--- config.mk ---
export PLATFORM = sky130hd
export DESIGN_NAME = not_tmr_resync_ctrl
export DESIGN_NICKNAME = d
export VERILOG_FILES = /design/src/rtl/not_tmr_resync_ctrl.sv
export SDC_FILE = /design/constraint.sdc
export NUM_CORES = 1
export LEC_CHECK = 0
export BUFFER_PORTS_ARGS = -buffer_cell sky130_fd_sc_hd__buf_4
export CORE_MARGIN = 3
export CORE_UTILIZATION = 58
export CTS_CLUSTER_SIZE = 16
export DETAILED_ROUTE_END_ITERATION = 8
export GPL_TIMING_DRIVEN = 0
export PLACE_DENSITY = 0.93
export SYNTH_ARGS = -nofsm -noshare
export SYNTH_HDL_FRONTEND = slang
export SYNTH_SLANG_ARGS = --single-unit
--- constraint.sdc ---
create_clock -name clk -period 4.5 [get_ports clk]
set_input_delay 0.45 -clock clk [delete_from_list [all_inputs] [get_ports clk]]
set_output_delay 0.45 -clock clk [all_outputs]
set_load 0.01 [all_outputs]
--- src/rtl/not_tmr_resync_ctrl.sv ---
// Resynchronisation controller for a triplicated design. It pulses resync on voter
// disagreement, retries a bounded number of times, then latches a permanent fault.
module not_tmr_resync_ctrl #(
    parameter int CNT_W        = 8,
    parameter int RESYNC_LEN   = 1,
    parameter int SETTLE_CYC   = 2,
    parameter int MAX_ATTEMPTS = 3
) (
    input  logic             clk,
    input  logic             rst_n,
    input  logic             err,
    input  logic             clr,
    output logic             resync,
    output logic             busy,
    output logic             irq,
    output logic [CNT_W-1:0] err_count,
    output logic             fault
);

    localparam int TMR_MAX = (RESYNC_LEN > SETTLE_CYC) ? RESYNC_LEN : SETTLE_CYC;
    localparam int TMR_W   = (TMR_MAX > 1) ? $clog2(TMR_MAX + 1) : 1;
    localparam int ATT_W   = $clog2(MAX_ATTEMPTS + 1);

    typedef enum logic [1:0] {
        ST_IDLE,
        ST_RESYNC,
        ST_SETTLE,
        ST_FAULT
    } state_t;

    state_t           state_reg, state_next;
    logic [ATT_W-1:0] attempt_reg, attempt_next;
    logic [TMR_W-1:0] tmr_reg, tmr_next;
    logic [CNT_W-1:0] err_count_reg, err_count_next;
    logic             irq_reg, irq_next;

    always_ff @(posedge clk or negedge rst_n) begin
        if (!rst_n) begin
            state_reg     <= ST_IDLE;
            attempt_reg   <= '0;
            tmr_reg       <= '0;
            err_count_reg <= '0;
            irq_reg       <= 1'b0;
        end else begin
            state_reg     <= state_next;
            attempt_reg   <= attempt_next;
            tmr_reg       <= tmr_next;
            err_count_reg <= err_count_next;
            irq_reg       <= irq_next;
        end
    end

    always_comb begin
        state_next     = state_reg;
        attempt_next   = attempt_reg;
        tmr_next       = tmr_reg;
        err_count_next = err_count_reg;
        irq_next       = 1'b0;

        // clr wipes the counter in every state; only FAULT also leaves its state
        if (clr) begin
            err_count_next = '0;
        end

        case (state_reg)
            ST_IDLE: begin
                if (err && !clr) begin
                    state_next   = ST_RESYNC;
                    attempt_next = ATT_W'(1);
                    tmr_next     = '0;
                    irq_next     = 1'b1;
                    if (err_count_reg != '1) begin
                        err_count_next = err_count_reg + CNT_W'(1);
                    end
                end
            end
            ST_RESYNC: begin
                if (tmr_reg == TMR_W'(RESYNC_LEN - 1)) begin
                    state_next = ST_SETTLE;
                    tmr_next   = '0;
                end else begin
                    tmr_next = tmr_reg + TMR_W'(1);
                end
            end
            ST_SETTLE: begin
                // err is only trusted on the final settle cycle
                if (tmr_reg == TMR_W'(SETTLE_CYC - 1)) begin
                    tmr_next = '0;
                    if (!err) begin
                        state_next   = ST_IDLE;
                        attempt_next = '0;
                    end else if (attempt_reg < ATT_W'(MAX_ATTEMPTS)) begin
                        state_next   = ST_RESYNC;
                        attempt_next = attempt_reg + ATT_W'(1);
                    end else begin
                        state_next = ST_FAULT;
                    end
                end else begin
                    tmr_next = tmr_reg + TMR_W'(1);
                end
            end
            ST_FAULT: begin
                if (clr) begin
                    state_next   = ST_IDLE;
                    attempt_next = '0;
                end
            end
            default: begin
                state_next   = ST_IDLE;
                attempt_next = '0;
                tmr_next     = '0;
            end
        endcase
    end

    assign resync    = (state_reg == ST_RESYNC);
    assign busy      = (state_reg != ST_IDLE);
    assign fault     = (state_reg == ST_FAULT);
    assign irq       = irq_reg;
    assign err_count = err_count_reg;

endmodule

# Yosys cells after proc, flatten, opt, wreduce, memory -nomap -nowiden
# Cells that the tools add are included.
# W data, S select, Z words.
[classes]
add_sub_neg = 3
n_mul = 0
n_div = 0
magnitude_cmp = 1
eq_ne = 10
shift = 0
muxes = 21
n_bitwise = 0
reduce_logical = 10
[op_table]
columns = ["op", "count"]
rows = [
  ["$mux W8", 4],
  ["$mux W2", 12],
  ["$pmux W2 S3", 2],
  ["$add A8 B1 Y8 const B", 1],
  ["$ne A8 B8 Y1 const B", 1],
  ["$pmux W2 S4", 1],
  ["$ne A2 B2 Y1 const B", 3],
  ["$reduce_bool A3 Y1", 2],
  ["$reduce_and A5 Y1", 1],
  ["$add A2 B1 Y2 const B", 2],
  ["$eq A2 B1 Y1 const B", 2],
  ["$eq A2 B2 Y1 const B", 2],
  ["$logic_not A2 Y1", 2],
  ["$reduce_and A4 Y1", 1],
  ["$ne A3 B3 Y1 const B", 1],
  ["$lt A2 B2 Y1 const B", 1],
  ["$mux W1", 2],
  ["$ne A2 B1 Y1 const B", 1],
  ["$reduce_and A2 Y1", 1],
  ["$reduce_bool A2 Y1", 1],
  ["$logic_and A1 B1 Y1", 1],
  ["$logic_not A1 Y1", 1],
]
[word_totals]
reg_bits = 15
latch_bits = 0
ram_bits = 0
mem_bits_ro = 0
input_bits = 4
out_inout_bits = 12
word_cells = 50
mem_count = 0

# Depth between registers and ports, before layout
[logic_depth]
depth_word = 5
mapped_depth = 7

# Worst setup path before layout
# Ideal clock, no wire load.
[synth_path]
path_type = "reg2reg"
startpoint = "register state_reg[0]"
endpoint = "register attempt_reg[0]"
setup_time_ns = 0.124
t_arrival_ns = 1.704
path_slack_ns = 2.672
stages_incl_launch_ff = 8
n_path_buf = 1
period_less_slack_ns = 1.828
cell_sequence = "dfrtp_1 inv_1 ha_1 clkbuf_1 nor2b_1 a211o_1 a21o_1 a211o_1"
[synth_via]
elab_chain_cells = 3
word_cells_on_any_way = 10
cone_classes = "eq/ne: 6; mux: 1; reduce/logical: 3"
[synth_rtl]
columns = ["item", "line", "source"]
rows = [
  ["start, declared", "31", "state_t state_reg, state_next;"],
  ["start signal, assigned", "45", "state_reg <= state_next;"],
  ["$eq A2 B2 Y1 / $logic_not A2 Y1 (equally long branches)", "65", "case (state_reg)"],
  ["$ne A3 B3 Y1 (no line) (tied with other cells)", "-", ""],
  ["$reduce_and A5 Y1 (no line)", "-", ""],
  ["end signal, assigned", "46", "attempt_reg <= attempt_next;"],
  ["end, declared", "32", "logic [ATT_W-1:0] attempt_reg, attempt_next;"],
]
# Several ways; a longest one is shown, not always the timed one.
# A chain may end at the register's enable or synchronous reset.

# Final worst setup path
# Ends and elaborated chain as after synthesis.

==> summary.md <==
| Metric | Value |
|---|---|
| Area growth syn-to-layout | 17.09% |
| Avg WL per Cell | 14.18 um |
| Final number of max-transition violations | 0 |
| RSZ-0062 raised after global routing | no |
| Layout Utilization | 78.16% |
| Largest net degree at the start of global routing | 16 |
| Distinct cells, synth | 30 |
| Placeable Area | 1415 sq um |
| Clk sink count | 15 |
| Sequential-to-total area share from yosys stat | 39.74% |
| Post-DP HPWL | 1470 um |
| Overall routing resource usage | 20.71% |
| Flops & latches, synth | 15 |
| Vert. Die Dim | 46.36 um |
| CP endpoint kind | register |
| Post-Route WL | 1928 um |
| Max Fclk | 487.6 MHz |
| Synth top area share | 39.74% |
| Top post-synthesis cells by area | dfrtp_1 40%, ha_1 15%, nor2_1 4.4% |
| Sequential cell area | 375.4 sq um |
| Largest register FFs | 8 |
| Worst EP required | 4.68 ns |
| Syn_nets | 117 |
| Die X | 46.36 um |
| Tmin final | 2.051 ns |
| Worst-Skew Late Latency | 0.29 ns |
| Multi-input gate area in the final layout | 534.3 sq um |
| CTS Buf Count | 3 |
| Vias in the first global route | 753 |
| Vias post-DR | 852 |
| CP startpoint kind | register |
| Slew margin rel. | 67.11% |
| Hold Path Class | primary input to register |
| TNS Setup | 0 ns |
| First-pass GRT wire length | 3139 um |
| Share of cells above drive strength 1 | 17.36% |
| Gpl congestion | 0.7849 |
| Worst-path clk slew | 0.09 ns |
| Starting Density | 66.76% |
| Clock root cell | clkbuf_4 |
| Die footprint | 2149 sq um |
| Post-CTS sizing | 0 |
| Hold slack | 0.5020 ns |
| CTS tree | built |
| Post-Layout Cell Count | 136 |
| Mapped Avg Cell Area | 9.261 sq um |
| Initial antenna violation count | 0 |
| Crit Path Category | register to register |
| Cells after Synth | 102 |
| Worst Max-Slew Pin Slew | 0.4882 ns |
| Yosys top cell by area | dfrtp_1 |
| Ant. Diodes | 0 |
| Router iterations before antenna repair | 4 |
| Fill count | 104 |
| I/O pins | 16 |
| Crit share post-route | 45.58% |
| Final setup viols | 0 |
| Nets | 137 |
| Synthesized area | 944.7 sq um |
| Final hold violations | 0 |
| Status | finished, final reports clean |
| VDD IR-drop max | 359.3 uV |
| Tot Pwr | 0.5533 mW |
| Worst-path fanout max | 9 |
| GRT Residual Overflow | 0 |
| DRT iter0 DRCs | 42 |
| Placed cells | 131 |
| DRT antenna net count | 0 |
| Remaining DRCs | 0 |
| Via/cell ratio | 6.265 |
| # Max-Cap Violations | 0 |
| # rows | 13 |
| CTS H-tree lvls | 1 |
| Longest Clk Path Bufs | 2 |
| Setup bufs post-CTS | 0 |
| Port bufs | 14 |
| Crit path DAT | 2.23 ns |
| Syn. warnings | 0 |
| Lkg Pwr | 0.5223 nW |
| PwrDens | 500.3 nW/um^2 |
| Worst Clk Skew | 0.007984 ns |
[cell families (layout without fill, tap and decap cells)]
logic type	count (synthesis)	after routing	synth area share [%]
compound gates	24	24	17.22
xor+xnor	1	1	0.9273
fa+ha+maj	11	11	14.57
buf+inv	9	28	3.708
flops	15	15	39.74
mux	3	3	3.179
simple gates	39	39	20.66
[area by class of cell]
type / instances / area share, %
Clock inverter: 1 / 0.4525
Clock buffer: 3 / 2.036
Inverter: 6 / 2.036
Tap cell: 15 / 1.697
Buffer: 3 / 1.131
Sequential cell: 15 / 33.94
Timing Repair Buffer: 15 / 10.41
Multi-Input combinational cell: 78 / 48.30
[Yosys cell counts]
cell type and number:
nor3_1 3, mux2i_1 3, dfrtp_1 15, nor3b_1 1
a31oi_1 1, a2111oi_2 1, clkbuf_1 2, inv_1 6
or2_1 1, nor2b_1 4, or4_1 1, a21oi_1 7
a21o_1 1, xor2_1 1, a211oi_1 1, o31ai_1 1
nand4_1 3, nand2_1 5, nand3_1 6, buf_2 1
nand2b_1 2, a311oi_1 1, ha_1 11, and2_1 1
a22o_1 2, nand2_2 1, o21ai_0 6, a32o_1 1
nor2_1 11, a211o_1 2
[worst paths after layout]
check / startpoint / slack [ns] / cells after the start / end
max in group asynchronous: rst_n / 3.78 / 2 / err_count[3]$_DFF_PN0_
worst min register to register: attempt_reg[1]$_DFFE_PN0P_ / 0.55 / 1 / attempt_reg[1]$_DFFE_PN0P_
worst max-delay path: state_reg[0]$_DFFE_PN0P_ / 2.45 / 7 / attempt_reg[0]$_DFFE_PN0P_
worst min-delay path: err / 0.50 / 3 / irq$_DFF_PN0_
worst max register to register: state_reg[0]$_DFFE_PN0P_ / 2.45 / 7 / attempt_reg[0]$_DFFE_PN0P_
min in group asynchronous: rst_n / 0.54 / 2 / err_count[4]$_DFF_PN0_
[per-layer routing]
metal | vias up | wire length [um] | track usage, %
met3 | 10 | 186 | 8.203
met2 | 48 | 906 | 31.04
met4 | 0 | 37 | 7.386
met1 | 393 | 797 | 26.75
met5 | - | 0 | 0
li1 | 401 | - | -
[per-stage QoR]
stage | setup WS, ns | cell area, sq um
final | 2.449 | 1106
after global routing | 2.368 | 1106
after CTS | 2.479 | 1106
after detailed placement | 2.464 | 1069
after global placement | 2.513 | 1069
after floorplan | 2.672 | 944.7
[power breakdown]
| part | switching [mW] | internal, mW | leakage, nW |
|---|---|---|---|
| combinational | 0.158 | 0.129 | 0.303 |
| sequential | 0.0280 | 0.163 | 0.201 |
| clock | 0.0422 | 0.0330 | 0.0177 |
| total | 0.228 | 0.325 | 0.522 |
[cell usage in the layout, fill, tap and decap left out, types with 3 or more instances in the layout]
master | Yosys | routed
nand4_1 | 3 | 3
o21ai_0 | 6 | 6
nand2_1 | 5 | 5
ha_1 | 11 | 11
a21oi_1 | 7 | 7
mux2i_1 | 3 | 3
nand3_1 | 6 | 6
nor3_1 | 3 | 3
nor2b_1 | 4 | 4
clkbuf_4 | 0 | 3
dfrtp_1 | 15 | 15
inv_1 | 6 | 6
nor2_1 | 11 | 11
buf_4 | 0 | 14
[worst max-delay path, cell delays in order, from the launching register on]
cell and delay (ns):
dfrtp_1 0.42, inv_1 0.10, ha_1 0.20, clkbuf_1 0.22, nor2b_1 0.24, a211o_1 0.32
a21o_1 0.18, a211o_1 0.28
[repair_timing]
action                                  4_1_cts  5_1_grt
endpoints found under the setup margin        0        0
hold buffers                                  1        0
hold endpoints to repair                      9        0
No activity file was read; power rests on OpenSTA's default activity.
